**config.mk**
```make
export PLATFORM = sky130hd
export DESIGN_NAME = vote_session_ctrl
export DESIGN_NICKNAME = d
export VERILOG_FILES = /design/src/rtl/vote_session_ctrl.sv
export SDC_FILE = /design/constraint.sdc
export NUM_CORES = 1
export LEC_CHECK = 0
export ABC_AREA = 0
export BUFFER_PORTS_ARGS = -buffer_cell sky130_fd_sc_hd__buf_4
export CAP_MARGIN = 20
export CORE_UTILIZATION = 47
export CTS_CLUSTER_DIAMETER = 80
export DETAILED_ROUTE_END_ITERATION = 10
export HOLD_SLACK_MARGIN = 0.12
export PLACE_DENSITY = 0.78
export RECOVER_POWER = 100
export SYNTH_ARGS = -nofsm -noshare
export SYNTH_HDL_FRONTEND = slang
export SYNTH_SLANG_ARGS = --single-unit
```
**constraint.sdc**
```tcl
create_clock -name clk -period 1.7 [get_ports clk]
set_clock_uncertainty 0.1 [all_clocks]
set_input_delay 0.17 -clock clk [delete_from_list [all_inputs] [get_ports clk]]
set_output_delay 0.17 -clock clk [all_outputs]
set_load 0.02 [all_outputs]
```
**src/rtl/vote_session_ctrl.sv**
```systemverilog
// vote_session_ctrl
//   Sequences one voting session for an external 4-input majority voter.
//   A session opens on start, collects at most one vote per voter over a
//   per-voter valid/ack handshake (closing early once all four have voted, or
//   after TIMEOUT_CYCLES collect cycles), presents the frozen ballot to the
//   combinational voter for one evaluation cycle, registers the verdict and
//   holds it on a valid/ready result port.
//
// Ports
//   clk           rising-edge clock
//   rst_n         asynchronous active-low reset; discards any session in flight
//   start         open a session (sampled only while idle)
//   vote_valid    per-voter vote present
//   vote_val      per-voter vote value, 1 = yes
//   vote_ack      per-voter one-cycle acceptance pulse (registered)
//   busy          session in progress (collect, evaluate or hold)
//   ballot        frozen yes-bits to the voter; absent voters read as 0
//   voter_result  voter verdict, one-hot: 100 fail, 010 tie, 001 pass
//   res_valid     result available
//   res_ready     consumer takes the result
//   res_code      registered verdict (000 when the verdict was malformed)
//   res_voted     mask of voters that voted in the session
//   res_timeout   session closed by timeout rather than by a full vote
//   res_err       verdict was not one-hot
module vote_session_ctrl #(
  parameter int unsigned TIMEOUT_CYCLES = 255,
  parameter int unsigned CNT_W          = 8
) (
  input  logic       clk,
  input  logic       rst_n,
  input  logic       start,
  input  logic [3:0] vote_valid,
  input  logic [3:0] vote_val,
  output logic [3:0] vote_ack,
  output logic       busy,
  output logic [3:0] ballot,
  input  logic [2:0] voter_result,
  output logic       res_valid,
  input  logic       res_ready,
  output logic [2:0] res_code,
  output logic [3:0] res_voted,
  output logic       res_timeout,
  output logic       res_err
);

  typedef enum logic [1:0] {StIdle, StCollect, StEval, StHold} state_e;

  // Counter value seen during the last permitted collect cycle.
  localparam logic [CNT_W-1:0] CntLast = CNT_W'(TIMEOUT_CYCLES - 1);

  state_e           state_q, state_d;
  logic [3:0]       ballot_q, ballot_d;
  logic [3:0]       voted_q, voted_d;
  logic [CNT_W-1:0] cnt_q, cnt_d;
  logic [3:0]       ack_q, ack_d;
  logic [2:0]       res_code_q, res_code_d;
  logic [3:0]       res_voted_q, res_voted_d;
  logic             res_timeout_q, res_timeout_d;
  logic             res_err_q, res_err_d;

  logic [3:0] accept;
  logic [3:0] voted_all;
  logic       full_close;
  logic       timeout_close;
  logic       result_onehot;

  // Only first votes from voters not yet counted are accepted, and only while collecting.
  assign accept        = (state_q == StCollect) ? (vote_valid & ~voted_q) : 4'b0000;
  assign voted_all     = voted_q | accept;
  assign full_close    = (voted_all == 4'hF);
  assign timeout_close = (cnt_q == CntLast);
  assign result_onehot = (voter_result == 3'b001) || (voter_result == 3'b010) ||
                         (voter_result == 3'b100);

  always_comb begin
    state_d       = state_q;
    ballot_d      = ballot_q;
    voted_d       = voted_q;
    cnt_d         = cnt_q;
    ack_d         = 4'b0000;
    res_code_d    = res_code_q;
    res_voted_d   = res_voted_q;
    res_timeout_d = res_timeout_q;
    res_err_d     = res_err_q;

    unique case (state_q)
      StIdle: begin
        if (start) begin
          state_d  = StCollect;
          ballot_d = 4'b0000;
          voted_d  = 4'b0000;
          cnt_d    = '0;
        end
      end

      StCollect: begin
        ballot_d = (ballot_q & ~accept) | (vote_val & accept);
        voted_d  = voted_all;
        cnt_d    = cnt_q + 1'b1;
        ack_d    = accept;
        // A full vote on the final collect cycle still counts as a normal close.
        if (full_close) begin
          state_d       = StEval;
          res_timeout_d = 1'b0;
        end else if (timeout_close) begin
          state_d       = StEval;
          res_timeout_d = 1'b1;
        end
      end

      StEval: begin
        res_code_d  = result_onehot ? voter_result : 3'b000;
        res_err_d   = ~result_onehot;
        res_voted_d = voted_q;
        state_d     = StHold;
      end

      StHold: begin
        if (res_ready) begin
          state_d = StIdle;
        end
      end

      default: begin
        state_d = StIdle;
      end
    endcase
  end

  always_ff @(posedge clk or negedge rst_n) begin
    if (!rst_n) begin
      state_q       <= StIdle;
      ballot_q      <= 4'b0000;
      voted_q       <= 4'b0000;
      cnt_q         <= '0;
      ack_q         <= 4'b0000;
      res_code_q    <= 3'b000;
      res_voted_q   <= 4'b0000;
      res_timeout_q <= 1'b0;
      res_err_q     <= 1'b0;
    end else begin
      state_q       <= state_d;
      ballot_q      <= ballot_d;
      voted_q       <= voted_d;
      cnt_q         <= cnt_d;
      ack_q         <= ack_d;
      res_code_q    <= res_code_d;
      res_voted_q   <= res_voted_d;
      res_timeout_q <= res_timeout_d;
      res_err_q     <= res_err_d;
    end
  end

  assign vote_ack    = ack_q;
  assign busy        = (state_q != StIdle);
  assign ballot      = ballot_q;
  assign res_valid   = (state_q == StHold);
  assign res_code    = res_code_q;
  assign res_voted   = res_voted_q;
  assign res_timeout = res_timeout_q;
  assign res_err     = res_err_q;

endmodule

```
==> impl_metrics.toml, run 1 <==
[status]
status = "finished, violations left"
failed_checks = "DRC"

[yosys]
yosysWarningCount = 0
syn-instance-count = 135
synth_cell_types = 23
netlist_area_um2 = 1430
synth-seq-area-share_pct = 54.4
ys_ff_latch = 31
avgSynthCellArea_um2 = 10.6
synth.net_count = 156

[power_and_ir_drop]
power_per_cell_area_nw_per_um2 = 1640
p_leak_nw = 0.909
max-vdd-ir-drop_uv = 1120
finalPower_mw = 3.10

[sta]
hold_violations = 0
period_minus_slack_ps = 1650
finalCritPeriodShare_pct = 97.3
slew_headroom_pct = 49.3
hold_slack_ps = 128
timing.final.setup_violations = 0
slew_violations = 0
max_clock_freq_mhz = 604
tns_ps = 0
tightest_slew_ps = 761

[cts]
clock_sinks = 31
tritoncts = "built"
numCtsBuffers = 5
ctsHtreeMaxLevel = 2
cts-root-buf = "clkbuf_4"
clk_latency_ps = 320
clk_path_buf_depth = 2
cts_setup_buffers = 0
clkTransAtPathRegs_ps = 90

[placed_design]
placedCellCount = 204
port-buffer-count = 33
place_congestion = 0.786
dp_hpwl_um = 2230

[floorplanning]
die-area_um2 = 3260
pin_count = 34
core_area_um2 = 2810
die_y_um = 57.1
rows = 19
start_util_pct = 50.8
die_w_um = 57.1

[flow_run]
drv_cap = 0

[setup_path]
cp.arrival_ps = 1770
start_kind = "input pin"
rrSetupSlack_ps = 70
r2r_end = "state_q[1]$_DFFE_PN0P_"
rr_worst_depth = 5
crit_start = "vote_valid[0]"
cp_max_fo = 3
cp.required_ps = 1820
crit_type = "in2reg"
end_kind = "flop"
worstSetupEndpoint = "state_q[1]$_DFFE_PN0P_"
worstReg2RegStart = "state_q[1]$_DFFE_PN0P_"

[global_route]
grt_pass1_wl_um = 5120
gr-total-overflow = 0
antenna_found_initial = 0
grt_max_degree = 32
grt_pass1_vias = 1177
grtUsageTotal_pct = 21.2

[route]
drt_iter0_markers = 27
viasPerCell = 5.27
first_pass_iters = 7
wl_per_cell_um = 14.3
wirelength_um = 3210
vias = 1180
drc_errors = 2
postRouteAntennaNets = 0

[final_layout]
drive_gt1_share_pct = 20.7
multiInputGateArea_um2 = 631
final_cell_count_no_fill = 224
fin_util_pct = 67.4
synthToLayoutAreaGrowth_pct = 32.6
num-fill-cells = 228
regArea_um2 = 776
n_antenna_cell = 0
nets = 214

[worst_hold_path]
holdCritPathClass = "in2reg"
whs_path_depth = 4
==> flip-flops by register name, summed over array words and instances, names as in the netlist <==
register     flops
vote_ack         4
res_timeout      1
voted_q          4
res_err          1
state_q          2
ballot           4
res_voted        4
res_code         3
cnt_q            8
==> timing repair <==
item	4_1_cts	5_1_grt
gates cloned	0	0
hold buffers	13	0
setup endpoints to repair	3	9
pin swaps	0	0
gates resized for setup	1	5
hold endpoints to repair	47	0
==> power breakdown <==
group          switching, mW  internal (mW)
Combinational          0.854          0.612
Clock                  0.242          0.191
Sequential             0.194           1.00
==> worst min-delay path by stage <==
stage / slack, ps / to / from
after detailed placement: 30 / res_voted[3]$_DFFE_PN0P_ / rst_n
after global routing: 150 / res_timeout$_DFFE_PN0P_ / vote_valid[1]
final: 130 / res_timeout$_DFFE_PN0P_ / vote_valid[1]
after floorplan: -230 / ballot[0]$_DFFE_PN0P_ / rst_n
after global placement: 20 / res_voted[0]$_DFFE_PN0P_ / rst_n
after CTS: 120 / res_timeout$_DFFE_PN0P_ / vote_valid[1]
==> cell type report <==
| class | instances | share of cell area (%) |
|---|---|---|
| clock buffer | 6 | 2.72 |
| clock inverter | 1 | 0.265 |
| inverter | 8 | 1.59 |
| multi-input combinational | 93 | 33.4 |
| sequential | 31 | 41.1 |
| tap | 31 | 2.05 |
| timing repair buffer | 54 | 18.9 |
==> placed cells by master (no fill, tap or decap), types with 5 or more instances in the layout <==
cell and instances:
clkbuf_1 20, inv_1 7, a21oi_1 13, dfrtp_1 31, mux2i_1 5, nor2_1 17
o21ai_0 5, dlygate4sd3_1 13, buf_4 18, clkbuf_4 6, nand2_1 10, mux2_2 6
==> routing by layer <==
metal	up-vias	routed length [um]	GRT usage, %
li1	581	-	-
met1	567	1380	25.0
met2	28	1650	36.3
met3	4	159	7.94
met4	0	30	5.92
met5	-	0	0
==> cells by family (layout without fill, tap and decap cells) <==
logic type	Yosys count	in the layout	share of synthesized area [%]
compound gates	23	23	8.69
fa+ha+maj	6	6	5.27
xor+xnor	5	5	3.07
flops	31	31	54.4
buf+inv	11	69	3.07
mux	13	13	9.75
simple gates	46	46	15.7
==> stage by stage <==
stage | setup WS, ps | cell area (um2)
3_3_place_gp | 84.8 | 1760
4_1_cts | 22.0 | 1950
6_report | 45.2 | 1890
5_1_grt | -14.5 | 1890
3_5_place_dp | -7.17 | 1760
2_1_floorplan | 73.5 | 1430
==> worst max-delay path, stage by stage <==
cell and delay [ps]:
dlygate4sd3_1 540, buf_4 140, o22ai_1 200, o21ai_0 160
o221ai_2 200, mux2_2 370
==> synth_stat cells <==
| library cell | n | area [um2] |
|---|---|---|
| dfrtp_1 | 31 | 776 |
| nor2_1 | 17 | 63.8 |
| a21oi_1 | 13 | 65.1 |
| nand2_1 | 10 | 37.5 |
| inv_1 | 8 | 30.0 |
| mux2_2 | 7 | 78.8 |
| ha_1 | 6 | 75.1 |
| mux2i_1 | 6 | 60.1 |
| o21ai_0 | 5 | 25.0 |
| and3b_1 | 4 | 35.0 |
| nand2b_1 | 4 | 25.0 |
| o22ai_1 | 4 | 25.0 |
| nand3_1 | 3 | 15.0 |
| nand4_1 | 3 | 18.8 |
| xor2_1 | 3 | 26.3 |
| buf_2 | 2 | 10.0 |
| nor3_1 | 2 | 10.0 |
| xnor2_1 | 2 | 17.5 |
| and3_1 | 1 | 6.26 |
| clkbuf_1 | 1 | 3.75 |
| nor2_2 | 1 | 6.26 |
| o221ai_1 | 1 | 8.76 |
| or3_1 | 1 | 6.26 |
No activity file was read; power rests on OpenSTA's default activity.
==> inputs of run 2 (changes only) <==
--- a/config.mk
+++ b/config.mk
@@ -12,8 +12,8 @@
 export CTS_CLUSTER_DIAMETER = 80
 export DETAILED_ROUTE_END_ITERATION = 10
 export HOLD_SLACK_MARGIN = 0.12
-export PLACE_DENSITY = 0.78
-export RECOVER_POWER = 100
+export PLACE_DENSITY = 0.77
+export RECOVER_POWER = 50
 export SYNTH_ARGS = -nofsm -noshare
 export SYNTH_HDL_FRONTEND = slang
 export SYNTH_SLANG_ARGS = --single-unit
==> run 2 against run 1 <==
The flow now finishes without violations. Non-clock buffer count grew 1. Via count up 4.6%. Setup slack hardly changed. First-iteration DRC count fell by 11%. Die area unchanged. Sequential share of layout area down 1.8 points. Clock-buffer cell count rose by 2. Critical path depth did not move. Critical path type unchanged. Largest power group unchanged.
==> impl_metrics.toml, run 2 (synthesis results as in run 1) <==
[status]
status = "complete, no violations"

[final_layout]
nets = 215
multiInputGateArea_um2 = 656
largest_register = "cnt_q"
regArea_um2 = 777
synthToLayoutAreaGrowth_pct = 38.9
fin_util_pct = 70.6
mostFrequentLayoutCell = "buf_4"
largest_reg_flops = 8
n_antenna_cell = 0
num-fill-cells = 215
final_cell_mix = "buf_4, dfrtp_1, nor2_1, a21oi_1, dlygate4sd3_1"
finalInstanceArea_um2 = 1980
drive_gt1_share_pct = 28.7

[global_route]
top_usage_layer = "met2"
use_met1_pct = 27.9
grtUsageTotal_pct = 22.4
use_met3_pct = 7.48
grt_pass1_vias = 1199
gr-total-overflow = 0
grt_max_degree = 32
grt_use_met2_pct = 36.5
antenna_found_initial = 0
grt_pass1_wl_um = 5440

[route]
postRouteAntennaNets = 0
drt_iter0_markers = 24
vias = 1234
first_pass_iters = 6
drc_errors = 0
wirelength_um = 3420
viasPerCell = 5.46
wl_per_cell_um = 15.1

[setup_path]
crit_chain = "dlygate4sd3_1 -> buf_4 -> o22ai_1 -> o21ai_0 -> o221ai_2 -> mux2_2"
cp_max_fo = 3
path_buf_inv = 2
crit_family = "buffers and inverters"
cp_slowest_cell = "dlygate4sd3_1"
crit_type = "in2reg"
cp.required_ps = 1820
rrSetupSlack_ps = 90
start_kind = "input pin"
end_kind = "flop"
critPathMaxStageDelay_ps = 540
cp.arrival_ps = 1780

[power_and_ir_drop]
p_clk_share_pct = 14.7
power_per_cell_area_nw_per_um2 = 1700
comb_power_share_pct = 49.2
p_leak_nw = 0.967
p_sw_mw = 1.35
internal_power_mw = 2.02
seq_power_share_pct = 36.2
finalPower_mw = 3.37
max-vdd-ir-drop_uv = 1100
p_sw_share_pct = 40.1

[sta]
timing.final.setup_violations = 0
tightest_slew_ps = 768
finalCritPeriodShare_pct = 97.3
period_minus_slack_ps = 1650
hold_violations = 0
slew_headroom_pct = 48.8
slew_violations = 0
max_clock_freq_mhz = 604

[cts]
clk_latency_ps = 330
ctsHtreeMaxLevel = 2
numCtsBuffers = 5
clk_path_buf_depth = 2
cts-root-buf = "clkbuf_4"
clkTransAtPathRegs_ps = 90
clock_sinks = 31
tritoncts = "built"

[floorplanning]
die-area_um2 = 3260
rows = 19
pin_count = 34
core_area_um2 = 2810
start_util_pct = 50.8
die_y_um = 57.1
die_w_um = 57.1

[placed_design]
place_area_um2 = 1760
port-buffer-count = 33
place_congestion = 0.740
dp_hpwl_um = 2210

[flow_run]
drv_cap = 0

[worst_hold_path]
holdCritPathClass = "in2reg"
-- run 2: area by class of cell --
| cell class | instances | area share, % |
|---|---|---|
| Sequential cell | 31 | 39.3 |
| Multi-Input combinational cell | 93 | 33.1 |
| Timing Repair Buffer | 55 | 20.7 |
| Clock buffer | 8 | 3.48 |
| Tap cell | 31 | 1.96 |
| Inverter | 8 | 1.52 |
-- run 2: path summary, 6_finish.rpt --
| path | from | endpoint | cells past startpoint |
|---|---|---|---|
| min in group asynchronous | rst_n | cnt_q[2]$_DFFE_PN0P_ | 2 |
| worst min-delay path | res_ready | state_q[1]$_DFFE_PN0P_ | 3 |
| max in group asynchronous | rst_n | state_q[0]$_DFFE_PN0P_ | 2 |
| worst min register to register | res_voted[3]$_DFFE_PN0P_ | res_voted[3]$_DFFE_PN0P_ | 1 |
| worst max register to register | state_q[0]$_DFFE_PN0P_ | cnt_q[6]$_DFFE_PN0P_ | 6 |
| worst max-delay path | vote_valid[2] | state_q[1]$_DFFE_PN0P_ | 6 |
-- run 2: stage by stage --
stage / cells / hold slack (ps) / worst slack [ps] / TNS [ps]
floorplan: 135 / -226 / 73.5 / 0
global placement: 204 / 16.1 / 86.1 / 0
detailed placement: 204 / 25.4 / 9.93 / 0
CTS: 225 / 203 / 19.1 / 0
global route: 226 / 184 / -0.330 / -0.330
finish: 226 / 188 / 45.1 / 0
-- run 2: power by group through the flow --
stage,registers [mW],logic (mW),clock network [mW]
4_1_cts,1.20,1.58,0.506
5_1_grt,1.25,1.80,0.538
6_report,1.22,1.66,0.494
2_1_floorplan,1.37,0.736,0
3_5_place_dp,1.21,1.55,0
3_3_place_gp,1.19,1.49,0
-- run 2: tightest hold or removal path: stages --
cell and delay [ps]:
buf_4 80, o221ai_2 110, mux2_2 230
-- run 2: repair_timing --
action / in CTS / in global routing
pin swaps: 0 / 1
setup endpoints to repair: 3 / 11
hold buffers: 13 / 0
endpoints found under the hold margin: 47 / 0
resized for setup: 1 / 10
setup buffers: 0 / 1
-- run 2: routing by layer --
layer / vias to the layer above / wire length [um]
met3: 9 / 153
met2: 41 / 1730
met1: 604 / 1480
li1: 580 / -
met4: 0 / 64
met5: - / 0
